--- src/rtl/fetch_unit.sv ---
// Decoupled instruction-fetch front end: issues word reads to a synchronous
// instruction memory, buffers {pc, instruction} pairs and hands them to ID.
module fetch_unit #(
  parameter int PC_WIDTH = 9,
  parameter int XLEN     = 32,
  parameter int DEPTH    = 4
) (
  input  logic                     clock,
  input  logic                     reset,
  output logic [PC_WIDTH-1:0]      imem_address,
  output logic                     imem_read,
  input  logic [XLEN-1:0]          imem_q,
  input  logic                     redirect,
  input  logic [PC_WIDTH-1:0]      redirect_address,
  output logic                     out_valid,
  input  logic                     out_ready,
  output logic [XLEN-1:0]          out_instruction,
  output logic [PC_WIDTH-1:0]      out_pc,
  output logic [$clog2(DEPTH):0]   occupancy
);

  localparam int AW = $clog2(DEPTH);

  logic [PC_WIDTH-1:0] fetch_pc;
  logic [PC_WIDTH-1:0] inflight_pc;
  logic                inflight;
  logic [AW-1:0]       wr_ptr;
  logic [AW-1:0]       rd_ptr;
  logic [PC_WIDTH-1:0] pc_mem    [DEPTH];
  logic [XLEN-1:0]     instr_mem [DEPTH];

  logic          push;
  logic          pop;
  logic          issue;
  logic [AW+1:0] committed;

  // Handshake: the head transfers to ID on a cycle where out_valid and
  // out_ready are both high; out_valid never depends on out_ready, and a
  // redirect in the same cycle cancels the transfer.
  assign out_valid       = (occupancy != '0);
  assign pop             = out_valid & out_ready & ~redirect;
  assign push            = inflight & ~redirect;
  assign out_instruction = instr_mem[rd_ptr];
  assign out_pc          = pc_mem[rd_ptr];

  // Credit check: an entry already in memory flight reserves a FIFO slot, so
  // a return can never find the buffer full.
  assign committed    = {1'b0, occupancy} + {{(AW+1){1'b0}}, inflight}
                      - {{(AW+1){1'b0}}, pop};
  assign issue        = reset & ~redirect & (committed < (AW+2)'(DEPTH));
  assign imem_read    = issue;
  assign imem_address = fetch_pc;

  always_ff @(posedge clock or negedge reset) begin
    if (!reset) begin
      fetch_pc    <= '0;
      inflight_pc <= '0;
      inflight    <= 1'b0;
      wr_ptr      <= '0;
      rd_ptr      <= '0;
      occupancy   <= '0;
    end else if (redirect) begin
      fetch_pc  <= redirect_address;
      inflight  <= 1'b0;
      wr_ptr    <= '0;
      rd_ptr    <= '0;
      occupancy <= '0;
    end else begin
      inflight <= issue;
      if (issue) begin
        fetch_pc    <= fetch_pc + PC_WIDTH'(1);
        inflight_pc <= fetch_pc;
      end
      if (push) wr_ptr <= wr_ptr + AW'(1);
      if (pop)  rd_ptr <= rd_ptr + AW'(1);
      case ({push, pop})
        2'b10:   occupancy <= occupancy + (AW+1)'(1);
        2'b01:   occupancy <= occupancy - (AW+1)'(1);
        default: occupancy <= occupancy;
      endcase
    end
  end

  // Payload storage needs no reset; validity is carried by the pointers.
  always_ff @(posedge clock) begin
    if (push) begin
      pc_mem[wr_ptr]    <= inflight_pc;
      instr_mem[wr_ptr] <= imem_q;
    end
  end

endmodule

--- config.mk ---
export PLATFORM = sky130hd
export DESIGN_NAME = fetch_unit
export DESIGN_NICKNAME = d
export VERILOG_FILES = /design/src/rtl/fetch_unit.sv
export SDC_FILE = /design/constraint.sdc
export NUM_CORES = 1
export LEC_CHECK = 0
export BUFFER_PORTS_ARGS = -buffer_cell sky130_fd_sc_hd__buf_2
export CAP_MARGIN = 0
export CORE_ASPECT_RATIO = 0.6
export CORE_MARGIN = 2
export CORE_UTILIZATION = 35
export DETAILED_ROUTE_END_ITERATION = 8
export PLACE_DENSITY = 0.53
export SLEW_MARGIN = 20
export SYNTH_ARGS = -nofsm -noshare
export SYNTH_HDL_FRONTEND = slang
export SYNTH_SLANG_ARGS = --single-unit
export TNS_END_PERCENT = 20
--- constraint.sdc ---
create_clock -name clock -period 3 [get_ports clock]
set_input_delay 0.3 -clock clock [delete_from_list [all_inputs] [get_ports clock]]
set_output_delay 0.3 -clock clock [all_outputs]
set_load 0.01 [all_outputs]
# Word-level counts from Yosys, hierarchy flattened
# Memories as Yosys holds them, arrays and structs flattened.
# Index checks and enable logic that the tools add are counted.
[op_classes]
add_sub_neg = 7
order_cmp = 1
n_eq_ne = 2
muxes = 11
n_bitwise = 6
reduce_logical = 6
[op_table]
columns = ["operator", "n"]
rows = [
  ["9-bit two-way mux", 2],
  ["9-bit by 1-bit adder with 9-bit output, second input constant", 1],
  ["2-bit two-way mux", 4],
  ["3-bit case mux with 2 select lines", 1],
  ["2-bit nonzero test", 3],
  ["3-bit nonzero test", 2],
  ["1-bit bitwise AND", 5],
  ["2-bit by 1-bit adder with 2-bit output, second input constant", 2],
  ["3-bit by 1-bit adder with 4-bit output", 1],
  ["4-bit by 3-bit less-than comparator with 1-bit output, second input constant", 1],
  ["4-bit by 1-bit subtractor with 4-bit output", 1],
  ["3-bit by 1-bit adder with 3-bit output, second input constant", 1],
  ["1-bit two-way mux", 3],
  ["3-bit two-way mux", 1],
  ["3-bit by 1-bit subtractor with 3-bit output, second input constant", 1],
  ["2-bit by 1-bit == test with 1-bit output, second input constant", 1],
  ["2-bit == test, second input constant", 1],
  ["2-bit AND reduction", 1],
  ["1-bit NOT", 1],
]
[word_totals]
reg_bits = 26
ram_bits = 164
inputBits = 45
output_inout_bits = 55
wordCells = 41
memories = 2
[memory_table]
columns = ["name", "words", "word_bits", "read_ports", "rd_ports_with_merged_regs", "write_ports", "line", "source"]
rows = [
  ["instr_mem", 4, 32, 1, 0, 1, "30", "logic [XLEN-1:0] instr_mem [DEPTH];"],
  ["pc_mem", 4, 9, 1, 0, 1, "29", "logic [PC_WIDTH-1:0] pc_mem [DEPTH];"],
]

# Depth between registers and ports, before layout
[logic_depth]
word_depth = 8
ltp_mapped = 12
depth_no_buf = 9

# Worst setup path before layout
# No wires, ideal clock.
[synth_path]
path_type = "flip-flop to flip-flop"
start = "reg occupancy[0]"
end = "reg inflight_pc[0]"
setup_time_ns = 0.125
t_arrival_ns = 2.948
slack_ns = -0.073
stages_incl_launch_ff = 11
cell_sequence = "dfrtp_1 -> o31ai_1 -> nor2_1 -> ha_1 -> inv_1 -> ha_1 -> and3b_1 -> or4_1 -> buf_2 -> a21oi_4 -> mux2_2"
[synth_between]
elab_chain_len = 7
word_cells_on_any_way = 8
classes_between = "add/sub: 2; order compare: 1; bitwise: 3; reduce/logical: 2"
[synth_lines]
columns = ["element", "line", "source"]
rows = [
  ["from (decl)", "19", "output logic [$clog2(DEPTH):0] occupancy"],
  ["from (signal assigned)", "77", "2'b10: occupancy <= occupancy + (AW+1)'(1);"],
  ["from (signal assigned)", "78", "2'b01: occupancy <= occupancy - (AW+1)'(1);"],
  ["from (signal assigned)", "79", "default: occupancy <= occupancy;"],
  ["branches (longest 3 deep; another with 3-bit by 1-bit adder with 4-bit output)", "n/a", ""],
  ["4-bit by 1-bit subtractor with 4-bit output *", "49", "- {{(AW+1){1'b0}}, pop};"],
  ["4-bit by 3-bit less-than comparator with 1-bit output *", "50", "assign issue = reset & ~redirect & (committed < (AW+2)'(DEPTH));"],
  ["1-bit bitwise AND *", "50", ""],
  ["named net imem_read", "11", "output logic imem_read,"],
  ["2-bit AND reduction (no source line) *", "n/a", ""],
  ["to (signal assigned)", "72", "inflight_pc <= fetch_pc;"],
  ["to (decl)", "25", "logic [PC_WIDTH-1:0] inflight_pc;"],
]
# Mark *: on every way through the listed nets, which the timed path passes.
# A chain may end at the register's enable or synchronous reset.

# Worst setup path in the final report
[layout_path]
start = "reg occupancy[2]"
end = "out imem_read"
[layout_between]
elab_chain_len = 6
word_cells_on_any_way = 7
classes_between = "add/sub: 2; order compare: 1; bitwise: 3; reduce/logical: 1"
[layout_lines]
columns = ["element", "line"]
rows = [
  ["branches (longest 3 deep; another with 3-bit by 1-bit adder with 4-bit output)", "n/a"],
  ["4-bit by 1-bit subtractor with 4-bit output *", "49"],
  ["4-bit by 3-bit less-than comparator with 1-bit output *", "50"],
  ["1-bit bitwise AND *", "50"],
  ["to (decl)", "11"],
]
# Every way passes the cells marked *.

==> load_flow_metrics.sql <==
INSERT INTO impl_metrics (metric_group, metric, value, unit) VALUES
('timing', 'fin_setup_tns', '0', 'ns'),
('timing', 'worstMarginPinSlew', '0.677', 'ns'),
('pwr', 'power.sequential.fraction', '0.456', ''),
('critical_path', 'critPathMaxStageDelay', '0.45', 'ns'),
('timing', 'timing.slew.headroom', '0.544', ''),
('synthesis', 'synth_edf_count', '164', ''),
('timing', 'final.period_utilization', '0.978', ''),
('timing', 'fmaxAchievable', '341', 'MHz'),
('synthesis', 'synth.avg_cell_area', '20.2', 'sq um'),
('clock_tree', 'cts_root_buf', 'sky130_fd_sc_hd__clkbuf_16', ''),
('synthesis', 'synth_cells', '366', ''),
('pwr', 'maximum_ir_drop_on_the_vdd_rail', '0.000416', 'V'),
('critical_path', 'crit_path_cell_trace', 'o31ai_4, nor2_1, ha_1, inv_1, ha_1, and3b_1, or4_4, a21oi_4, buf_2', ''),
('timing', 'fin_ws', '0.0660', 'ns'),
('final_layout', 'final_layout_size_suffix_gt1_frac', '0.418', ''),
('synthesis', 'synth_cell_types', '40', ''),
('critical_path', 'critical-path-top-cell-by-count', 'sky130_fd_sc_hd__ha_1', ''),
('synthesis', 'synth_area', '7400', 'sq um'),
('final_layout', 'area_growth_syn_to_layout', '21.6', '%'),
('grt', 'largest_net_degree_at_the_start_of_global_routing', '42', ''),
('route', 'totalWireLength', '14.7', 'mm'),
('pwr', 'comb_power_share', '0.250', ''),
('synthesis', 'syn_nets', '420', ''),
('clock_tree', 'cts_made_buffers', '17', ''),
('clock_tree', 'clock_sinks', '190', ''),
('synthesis', 'postSynth.asyncResetShare', '0.137', ''),
('clock_tree', 'path_clk_slew', '0.07', 'ns'),
('floorplan', 'placement_rows', '41', ''),
('critical_path', 'critical_path_arrival', '2.63', 'ns'),
('grt', 'number_of_antenna_violations_at_the_first_check_in_global_routing', '0', ''),
('floorplan', 'die_width', '192', 'um'),
('synthesis', 'netlist.top_cell.by_area', 'sky130_fd_sc_hd__edfxtp_1', ''),
('grt', 'grt_first_pass_wirelength', '22.6', 'mm'),
('floorplan', 'floorplan.die.height', '117', 'um'),
('floorplan', 'dieArea', '22400', 'sq um'),
('synthesis', 'synth-main-ff-cell', 'sky130_fd_sc_hd__edfxtp_1', ''),
('final_layout', 'count_of_antenna_diodes_in_the_layout', '0', ''),
('critical_path', 'worstSetupEndpointType', 'output port', ''),
('clock_tree', 'htree_levels', '4', ''),
('route', 'avgRoutedWirePerCell', '19.0', 'um'),
('timing', 'timing.clock.skew', '0.00739', 'ns'),
('pwr', 'power.internal', '5470', 'uW'),
('clock_tree', 'cts_tree', 'yes', ''),
('route', 'detail_route.first_pass.iterations', '6', ''),
('route', 'detail_route.drc_violations', '0', ''),
('critical_path', 'worst_path_dominant_cell_family', 'simple AND/OR/NAND/NOR gates', ''),
('placed_design', 'dp_slack', '0.198', 'ns'),
('floorplan', 'io-pin-count', '100', ''),
('pwr', 'cellPowerDensity', '846', 'nW/um^2'),
('pwr', 'power_frac_clock', '0.294', ''),
('route', 'vias', '3839', ''),
('timing', 'report.final.hold_viol_count', '0', ''),
('final_layout', 'ff_latch_area', '5580', 'sq um'),
('grt', 'gr_usage_total', '0.141', ''),
('critical_path', 'cp.buffers_inverters', '2', ''),
('clock_tree', 'ctsLongestPathBuffers', '2', ''),
('route', 'viasPerCell', '4.94', ''),
('synthesis', 'yosysSeqAreaShare', '0.754', ''),
('critical_path', 'slowest_stage', 'sky130_fd_sc_hd__or4_4', ''),
('floorplan', 'initial_standard_cell_utilization_of_the_core', '0.354', ''),
('route', 'drt.antenna.violating_nets', '0', ''),
('synthesis', 'synth_top_cells_by_area', 'sky130_fd_sc_hd__edfxtp_1, sky130_fd_sc_hd__mux4_2, sky130_fd_sc_hd__dfrtp_1', ''),
('synthesis', 'synth-warning-count', '0', ''),
('final_layout', 'nets', '539', ''),
('pwr', 'net_switching_power', '2140', 'uW'),
('synthesis', 'yosys_register_bits', '190', ''),
('placed_design', 'gp_congestion', '0.759', ''),
('critical_path', 'timing.setup.critical_path_class', 'flip-flop to output port', ''),
('route', 'drt_first_iter_violations', '198', ''),
('grt', 'grt.overflow.total', '0', ''),
('run_status', 'outcome', 'finished, final reports clean', '');
## kinds of logic after synthesis
logic type / synth area share
AO/OA/AOI/OAI: 0.0326
XOR/XNOR: 0.00592
adder cells (fa/ha/maj): 0.0162
buffers and inverters: 0.0151
flip-flops: 0.754
multiplexers: 0.141
AND/OR/NAND/NOR: 0.0353
## layout make-up
cell class | count | share of cell area
clock buffers | 17 | 0.0473
clock inverters | 15 | 0.0189
inverters | 8 | 0.00334
multi-input cells | 150 | 0.193
flip-flops and latches | 190 | 0.621
well taps | 279 | 0.0388
repair buffers | 118 | 0.0782
## flip-flops by register name, indices dropped and copies added, names as in the netlist
name and cells:
imem_address 9, occupancy 3, inflight_pc 9, rd_ptr 2, pc_mem 36, wr_ptr 2
instr_mem 128, inflight 1
## cell usage after synthesis, drive strengths merged (2+ instances only)
| master | count |
|---|---|
| a2111o | 4 |
| a21boi | 2 |
| a21oi | 7 |
| a31oi | 2 |
| and2 | 2 |
| and3 | 6 |
| buf | 7 |
| clkbuf | 11 |
| dfrtp | 26 |
| edfxtp | 164 |
| ha | 8 |
| inv | 8 |
| mux2 | 9 |
| mux2i | 2 |
| mux4 | 41 |
| nand2 | 17 |
| nand3 | 4 |
| nand4 | 3 |
| nor2 | 9 |
| nor3 | 5 |
| o211ai | 9 |
| o21ai | 2 |
| xnor2 | 3 |
| xor2 | 2 |
## path summary, 6_finish.rpt
path                       cells after the start                start         endpoint  slack (ns)
hold / removal                                 3  redirect_address[0]  imem_address[0]        0.09
max in group asynchronous                      3                reset        rd_ptr[0]        2.25
setup / recovery                               9         occupancy[2]        imem_read        0.07
setup reg to reg                              11         occupancy[2]   inflight_pc[5]        0.17
hold reg to reg                                0       inflight_pc[3]     pc_mem[1][3]        0.53
min in group asynchronous                      3                reset  imem_address[2]        0.45
## per-stage QoR
stage                     power (uW)  cell area (sq um)  utilization  std cells  hold slack, ns
after CTS                       7750               8990        0.430        776          0.0663
final                           7610               8990        0.431        777          0.0877
after floorplan                 4660               7400            -        366         0.00441
after global routing            8040               8990        0.431        777          0.0660
after detailed placement        5440               8350        0.400        741           0.374
after global placement          5390               8350        0.400        741           0.379
## power groups by stage
stage          logic, uW  clock network, uW  registers, uW
6_report            1910               2240           3470
5_1_grt             2100               2430           3520
4_1_cts             1940               2320           3490
3_5_place_dp        1900                  0           3540
3_3_place_gp        1880                  0           3510
2_1_floorplan       1230                  0           3420
## cell usage in the layout, fill, tap and decap left out, types with 3 or more instances in the layout
cell type	Yosys	layout
sky130_fd_sc_hd__clkinv_2	0	3
sky130_fd_sc_hd__nor2_1	9	9
sky130_fd_sc_hd__nand4_1	3	3
sky130_fd_sc_hd__clkbuf_16	0	17
sky130_fd_sc_hd__a2111o_1	4	4
sky130_fd_sc_hd__ha_1	8	8
sky130_fd_sc_hd__bufinv_16	0	3
sky130_fd_sc_hd__dfrtp_1	26	23
sky130_fd_sc_hd__mux4_2	41	41
sky130_fd_sc_hd__mux2_2	9	9
sky130_fd_sc_hd__nand2_1	17	17
sky130_fd_sc_hd__xnor2_1	3	3
sky130_fd_sc_hd__buf_12	0	5
sky130_fd_sc_hd__edfxtp_1	164	164
sky130_fd_sc_hd__and3_2	0	4
sky130_fd_sc_hd__a21oi_1	6	6
sky130_fd_sc_hd__clkinvlp_4	0	3
sky130_fd_sc_hd__nor3_1	5	5
sky130_fd_sc_hd__buf_4	0	13
sky130_fd_sc_hd__buf_2	5	99
sky130_fd_sc_hd__nand3_1	4	4
sky130_fd_sc_hd__inv_1	8	8
sky130_fd_sc_hd__o211ai_1	9	9
## layer usage
metal	up-vias	track usage	routed length [um]
li1	1727	-	-
met4	0	0.0400	113
met2	88	0.215	6830
met1	2014	0.194	6900
met5	-	0	0
met3	10	0.0472	879
## worst reg2reg max path, stage by stage, from the launching register on
cell and delay (ns):
sky130_fd_sc_hd__dfrtp_2 0.44, sky130_fd_sc_hd__o31ai_4 0.26, sky130_fd_sc_hd__nor2_1 0.07, sky130_fd_sc_hd__ha_1 0.18, sky130_fd_sc_hd__inv_1 0.05, sky130_fd_sc_hd__ha_1 0.21, sky130_fd_sc_hd__and3b_1 0.20, sky130_fd_sc_hd__or4_4 0.45
sky130_fd_sc_hd__a21oi_4 0.19, sky130_fd_sc_hd__buf_4 0.14, sky130_fd_sc_hd__buf_4 0.16, sky130_fd_sc_hd__mux2_2 0.35
## timing repair
action,CTS,global route
resized for setup,3,0
hold buffers,1,0
pin swaps,2,2
endpoints found under the hold margin,26,0
setup buffers,2,1
endpoints found under the setup margin,1,1
Note: power is estimated with default switching activity, not from simulation.
